<file path="config.mk">
export PLATFORM = sky130hd
export DESIGN_NAME = dec_serial_error_locator
export DESIGN_NICKNAME = d
export VERILOG_FILES = /design/src/rtl/dec_serial_error_locator.sv
export SDC_FILE = /design/constraint.sdc
export NUM_CORES = 1
export LEC_CHECK = 0
export ABC_AREA = 1
export CAP_MARGIN = 40
export CORE_UTILIZATION = 35
export CTS_BUF_LIST = sky130_fd_sc_hd__clkbuf_16
export DETAILED_ROUTE_END_ITERATION = 10
export GPL_ROUTABILITY_DRIVEN = 0
export PLACE_DENSITY = 0.58
export SLEW_MARGIN = 20
export SYNTH_ARGS = -nofsm -noshare
export SYNTH_HDL_FRONTEND = slang
export SYNTH_SLANG_ARGS = --single-unit
</file>
<file path="constraint.sdc">
create_clock -name clk -period 21 [get_ports clk]
set_clock_uncertainty 0.1 [all_clocks]
set_input_delay 4.2 -clock clk [delete_from_list [all_inputs] [get_ports clk]]
set_output_delay 4.2 -clock clk [all_outputs]
set_load 0.01 [all_outputs]
</file>
<file path="src/rtl/dec_serial_error_locator.sv">
// Serial DEC error locator: applies the per-bit flip rule LANES positions per
// clock over a captured word and returns the corrected word, flip count and uncorrectable flag.
module dec_serial_error_locator #(
  parameter int unsigned DATA_W  = 32,
  parameter int unsigned LANES   = 8,
  parameter int unsigned MAX_ERR = 2,
  parameter int unsigned CNT_W   = $clog2(DATA_W + 1)
) (
  input  logic              clk,
  input  logic              rst,
  input  logic              in_valid,
  output logic              in_ready,
  input  logic [DATA_W-1:0] in_data,
  input  logic [DATA_W-1:0] in_ea,
  input  logic [DATA_W-1:0] in_eb,
  input  logic [DATA_W-1:0] in_ed,
  input  logic              in_deda,
  input  logic              in_dedb,
  output logic              out_valid,
  input  logic              out_ready,
  output logic [DATA_W-1:0] out_data,
  output logic [CNT_W-1:0]  out_err_cnt,
  output logic              out_uncorr,
  output logic              busy
);

  localparam int unsigned N     = DATA_W / LANES;
  localparam int unsigned IDX_W = (N > 1) ? $clog2(N) : 1;

  localparam logic [1:0] S_IDLE = 2'd0;
  localparam logic [1:0] S_SCAN = 2'd1;
  localparam logic [1:0] S_DONE = 2'd2;

  localparam logic [IDX_W-1:0] IDX_LAST  = IDX_W'(N - 1);
  localparam logic [CNT_W-1:0] MAX_ERR_C = CNT_W'(MAX_ERR);

  logic [1:0]        state_q, state_d;
  logic [IDX_W-1:0]  idx_q, idx_d;
  logic [DATA_W-1:0] raw_q, raw_d;
  logic [DATA_W-1:0] work_q, work_d;
  logic [DATA_W-1:0] ea_q, ea_d, eb_q, eb_d, ed_q, ed_d;
  logic              deda_q, deda_d, dedb_q, dedb_d;
  logic [CNT_W-1:0]  cnt_q, cnt_d;
  logic              in_ready_q, in_ready_d;
  logic              out_valid_q, out_valid_d;
  logic              busy_q, busy_d;
  logic [DATA_W-1:0] out_data_q, out_data_d;
  logic [CNT_W-1:0]  out_err_cnt_q, out_err_cnt_d;
  logic              out_uncorr_q, out_uncorr_d;

  logic [LANES-1:0]  flip_c;
  logic [CNT_W-1:0]  pop_c;
  logic              uncorr_c;
  logic [31:0]       shamt_c;

  // State and datapath registers
  always_ff @(posedge clk or posedge rst) begin
    if (rst) begin
      state_q       <= S_IDLE;
      idx_q         <= '0;
      raw_q         <= '0;
      work_q        <= '0;
      ea_q          <= '0;
      eb_q          <= '0;
      ed_q          <= '0;
      deda_q        <= 1'b0;
      dedb_q        <= 1'b0;
      cnt_q         <= '0;
      in_ready_q    <= 1'b1;
      out_valid_q   <= 1'b0;
      busy_q        <= 1'b0;
      out_data_q    <= '0;
      out_err_cnt_q <= '0;
      out_uncorr_q  <= 1'b0;
    end else begin
      state_q       <= state_d;
      idx_q         <= idx_d;
      raw_q         <= raw_d;
      work_q        <= work_d;
      ea_q          <= ea_d;
      eb_q          <= eb_d;
      ed_q          <= ed_d;
      deda_q        <= deda_d;
      dedb_q        <= dedb_d;
      cnt_q         <= cnt_d;
      in_ready_q    <= in_ready_d;
      out_valid_q   <= out_valid_d;
      busy_q        <= busy_d;
      out_data_q    <= out_data_d;
      out_err_cnt_q <= out_err_cnt_d;
      out_uncorr_q  <= out_uncorr_d;
    end
  end

  // Next-state, scan datapath and registered-output next values
  always_comb begin
    state_d       = state_q;
    idx_d         = idx_q;
    raw_d         = raw_q;
    work_d        = work_q;
    ea_d          = ea_q;
    eb_d          = eb_q;
    ed_d          = ed_q;
    deda_d        = deda_q;
    dedb_d        = dedb_q;
    cnt_d         = cnt_q;
    out_data_d    = out_data_q;
    out_err_cnt_d = out_err_cnt_q;
    out_uncorr_d  = out_uncorr_q;
    uncorr_c      = 1'b0;
    pop_c         = '0;

    shamt_c = 32'(idx_q) * LANES;
    flip_c  = {LANES{~dedb_q}} &
              ((LANES'(ea_q >> shamt_c) & LANES'(eb_q >> shamt_c)) |
               (LANES'(ed_q >> shamt_c) & {LANES{deda_q}}));
    for (int unsigned j = 0; j < LANES; j++) begin
      pop_c = pop_c + CNT_W'(flip_c[j]);
    end

    case (state_q)
      S_IDLE: begin
        if (in_valid && in_ready_q) begin
          raw_d   = in_data;
          work_d  = in_data;
          ea_d    = in_ea;
          eb_d    = in_eb;
          ed_d    = in_ed;
          deda_d  = in_deda;
          dedb_d  = in_dedb;
          cnt_d   = '0;
          idx_d   = '0;
          state_d = S_SCAN;
        end
      end
      S_SCAN: begin
        work_d = work_q ^ (DATA_W'(flip_c) << shamt_c);
        cnt_d  = cnt_q + pop_c;
        if (idx_q == IDX_LAST) begin
          // Result is latched on the way into DONE so it stays put under backpressure
          uncorr_c      = dedb_q | (cnt_d > MAX_ERR_C);
          out_uncorr_d  = uncorr_c;
          out_err_cnt_d = cnt_d;
          out_data_d    = uncorr_c ? raw_q : work_d;
          state_d       = S_DONE;
        end else begin
          idx_d = idx_q + IDX_W'(1);
        end
      end
      S_DONE: begin
        if (out_ready) begin
          state_d = S_IDLE;
        end
      end
      default: state_d = S_IDLE;
    endcase

    in_ready_d  = (state_d == S_IDLE);
    out_valid_d = (state_d == S_DONE);
    busy_d      = (state_d != S_IDLE);
  end

  assign in_ready    = in_ready_q;
  assign out_valid   = out_valid_q;
  assign busy        = busy_q;
  assign out_data    = out_data_q;
  assign out_err_cnt = out_err_cnt_q;
  assign out_uncorr  = out_uncorr_q;

endmodule

</file>
==> results.md <==
Status:
- The flow ran to the end, and the final reports show no timing, DRC or antenna violations.

Route:
- The post-route DRC violation count is 0.
- After detailed routing, the average wire length per cell comes to 16.05 um.
- The detailed-route via count is 9404.
- In this run, the number of DRC markers left after iteration 0 of detailed routing was 670.
- The number of vias per cell is 4.781.
- Once detail routing completed, the nets flagged for antenna violations numbered 0.
- After detailed routing, the total wire length is 31570 um.
- The pre-antenna-repair detailed-routing pass consisted of 6 iterations.

Worst setup path:
- The worst setup path is of the flip-flop to flip-flop kind.
- The largest fanout on the critical path is 47.
- The first element of the critical path is idx_q[0]$_DFFE_PP0P_.
- On the worst path, the slowest cell contributes a delay of 0.76 ns.
- The minimum setup slack among reg-to-reg paths is around 14 ns.
- The worst register-to-register path has a depth of 27.
- The type of element launching the critical path is a flip-flop.
- The slowest stage of the critical path is the dfrtp_2 cell.
- The arrival time reported for the critical path endpoint is slightly above 7 ns.
- The most numerous cell type found on the critical path is fa_1.
- The top cell family by delay on the critical path is adder cells.
- The element type at the critical path end is a flip-flop.
- The source of the worst register-to-register timing path is idx_q[0]$_DFFE_PP0P_.
- The number of buffers and inverters on the critical path is 8.
- At the worst endpoint, the required time is 21.35 ns.
- The endpoint identified for the worst register-to-register timing path is out_data[10]$_DFFE_PP0P_.

Synth:
- The synthesis warning total is 0.
- The synthesized design contains 0 enable-type register cells.
- Sorting the synthesized cells by area gives the leading types as dfrtp_1 50%, nand2_1 23%, inv_1 5.3%.
- The post-synthesis async set-or-reset flop share is 100.0%.
- The post-synthesis net count is roughly 1600.
- The most used flip-flop cell after synthesis is dfrtp_1.
- After synthesis, the mean cell area works out to 7.487 um^2.
- The synthesized netlist occupies a cell area of 0.01065 mm^2.
- dfrtp_1 takes more of the synthesized area than any other cell.
- In this run the biggest area consumer among cell types represents ~50% of the synthesized area.
- Ranked by instance count, the synthesized netlist is headed by 657 x nand2_1, 213 x dfrtp_1, 150 x inv_1.
- The post-synthesis register bit count is 214.
- Counting every instance in the synthesized netlist gives 1422.
- The share of the Yosys chip area taken by registers is 50.31%.
- The most common cell in the synthesized netlist is nand2_1.
- Yosys mapped the design onto 32 distinct sky130hd cell types.

Floorplanning:
- The die covers 0.03112 mm^2.
- The core region is 0.02980 mm^2.
- The total I/O pin count is 176.
- The number of rows in the core area is 63.
- The die extent in y is 176.4 um.
- The initial standard-cell utilization of the core is between 30 and 40%.
- The die width is 176.4 um.

Clocking:
- The number of buffers added by the clock tree synthesis step is 25.
- The clock transition time at the flip-flop clock pins of the worst setup and hold paths is around 0.06 ns.
- Clock tree synthesis selected as its root buffer the cell clkbuf_16.
- TritonCTS built the clock tree.
- The number of setup buffers added after CTS is 0.
- The number of clock sinks is around 210.
- CTS built an H-tree with a depth of 1.
- The number of hold buffers added after CTS is 0.
- The insertion delay to the later sink of the worst-skew pair is between 0.5 and 0.6 ns.
- The number of cells upsized or downsized after cts is 0.
- No sink is reached through more buffers than the 3 on the longest clock path.

Placed design:
- Counting tap cells, the placed design contains a total of roughly 1900 instances.
- The placed wire-length estimate is 21070 um.
- Buffers placed on the I/O ports in this run total 175.

Global routing:
- The via count of the first global-routing pass is 9439.
- Entering global routing, the biggest net connects 103 pins.
- Across every metal layer, demand over resource in global routing totals 20.79%.
- The number of antenna violations at the first check in global routing is 0.
- The wire length of the first global-routing pass is around 50000 um.
- The total grt overflow is 0.

STA:
- The remaining max-slew budget at the tightest pin is 49.34%.
- Setup repair after global routing left no endpoint under its margin.
- The share of the clock period used by the worst path is about 32%.
- The sum of negative setup slack is 0 ns.
- Setup violations remaining at the end of the flow were counted as 0.
- The final-report hold violation count is 0.
- The achievable clock frequency is approximately 150 MHz.
- The count of pins over their slew limit came to 0.
- The slew at the pin closest to its max-slew limit is 0.7599 ns.
- The time the final worst path needs with I/O delays and setup is 6.811 ns.
- Final hold analysis gives a worst-case slack of 0.3744 ns.

Cells and area:
- The number of fillers in the final layout is 3042.
- For this run, the share of the core covered by cells in the final layout is 44.95%.
- At the end of the flow, the number of nets in the layout was 1709.
- The non-filler instance count after layout is 1967.
- In the final layout, the share of cells above drive strength 1 is under 10%.
- The repair_antennas step left the layout with diodes totalling 0.
- Relative to the synthesized area, the layout overhead comes to 25.80%.

Worst hold path:
- The cell depth of the worst min-delay path is 2.
- The path class of the tightest hold or removal check is flip-flop to flip-flop.
- The path with the worst hold slack has its endpoint at out_err_cnt[2]$_DFFE_PP0P_.
- The startpoint of the tightest hold check path is out_err_cnt[2]$_DFFE_PP0P_.

Power and ir drop:
- The peak supply drop is 0.0001087 V.
- In this run the static leakage power is 0.006876 uW.
- In this run the power density over the cells is between 150 and 200 mW/mm^2.

Flow run:
- The max-cap check violation count is 0.
[worst reg2reg max path, delay by kind of cell, from the launching register on]
family / cells / cell delay (ns)
flip-flops: 1 / 0.76
AO/OA/AOI/OAI: 1 / 0.09
AND/OR/NAND/NOR: 13 / 1.63
adder cells (fa/ha/maj): 5 / 2.53
buffers and inverters: 8 / 1.62
[cell families (layout without fill, tap and decap cells)]
kind of cell | Yosys count | count (layout) | synth area share [%]
adder cells (fa/ha/maj) | 12 | 12 | 1.763
XOR/XNOR | 2 | 2 | 0.1646
AO/OA/AOI/OAI | 117 | 117 | 5.806
flip-flops | 214 | 214 | 50.31
AND/OR/NAND/NOR | 841 | 841 | 32.28
buffers and inverters | 232 | 387 | 9.261
multiplexers | 4 | 4 | 0.4113
[sequential cells by signal, summed over array words and instances (netlist names), 2 cells and up]
register / flops
work_q: 32
out_data: 32
out_err_cnt: 6
eb_q: 32
ea_q: 32
state_q: 2
ed_q: 32
idx_q: 2
cnt_q: 6
raw_q: 32
[area by class of cell]
| class | count | area, um^2 | share of cell area (%) |
|---|---|---|---|
| sequential | 214 | 5358 | 40.00 |
| inverter | 157 | 601.8 | 4.494 |
| timing repair buffer | 189 | 1909 | 14.26 |
| clock inverter | 16 | 96.34 | 0.7194 |
| multi-input combinational | 976 | 4314 | 32.21 |
| tap | 390 | 488.0 | 3.644 |
| clock buffer | 25 | 625.6 | 4.671 |
[worst max path at each step]
stage,to,slack [ns],depth (start not counted)
global route,out_data[10]$_DFFE_PP0P_,13.68,27
finish,out_data[10]$_DFFE_PP0P_,14.19,27
floorplan,busy$_DFF_PP0_,10.85,1
detailed placement,work_q[28]$_DFFE_PP0P_,13.86,11
CTS,out_data[10]$_DFFE_PP0P_,14.17,27
global placement,work_q[3]$_DFFE_PP0P_,13.66,10
[per-layer routing]
layer | wire length, um | GRT usage (%) | vias to the layer above
met2 | 14470 | 33.32 | 264
met3 | 1407 | 2.541 | 49
met5 | 0 | 0 | -
li1 | - | - | 4668
met1 | 14940 | 29.70 | 4423
met4 | 761 | 5.352 | 0
[layout by cell type (no fill, tap or decap), types with 2 or more instances in the layout]
master           instances
o21ai_1                 11
nand4_1                 29
xor2_1                   2
mux2i_1                  3
a21oi_2                  3
a22o_1                   2
inv_1                  152
inv_2                    6
nand2_1                656
a21oi_1                  4
fa_1                     5
clkbuf_16               25
inv_4                    2
nor2_2                   4
o21ai_0                 94
buf_4                   11
nor2_1                  28
nand2_2                  3
clkdlybuf4s50_1        175
buf_16                   2
o22ai_1                  2
clkinv_1                 8
nand3_2                  7
ha_1                     7
dfrtp_1                212
nand3_1                111
[metrics by stage]
step,total power [uW],setup WS (ns),area (um^2)
2_1_floorplan,1412,10.85,10650
3_3_place_gp,1711,13.66,12600
3_5_place_dp,1740,13.86,12650
4_1_cts,2141,14.17,13370
5_1_grt,2309,13.68,13390
6_report,2118,14.19,13390
[report_power, final]
part,internal (uW),switching [uW]
combinational,334,685
clock,226,169
sequential,600,105
total,1160,958
Note: power is estimated with default switching activity, not from simulation.
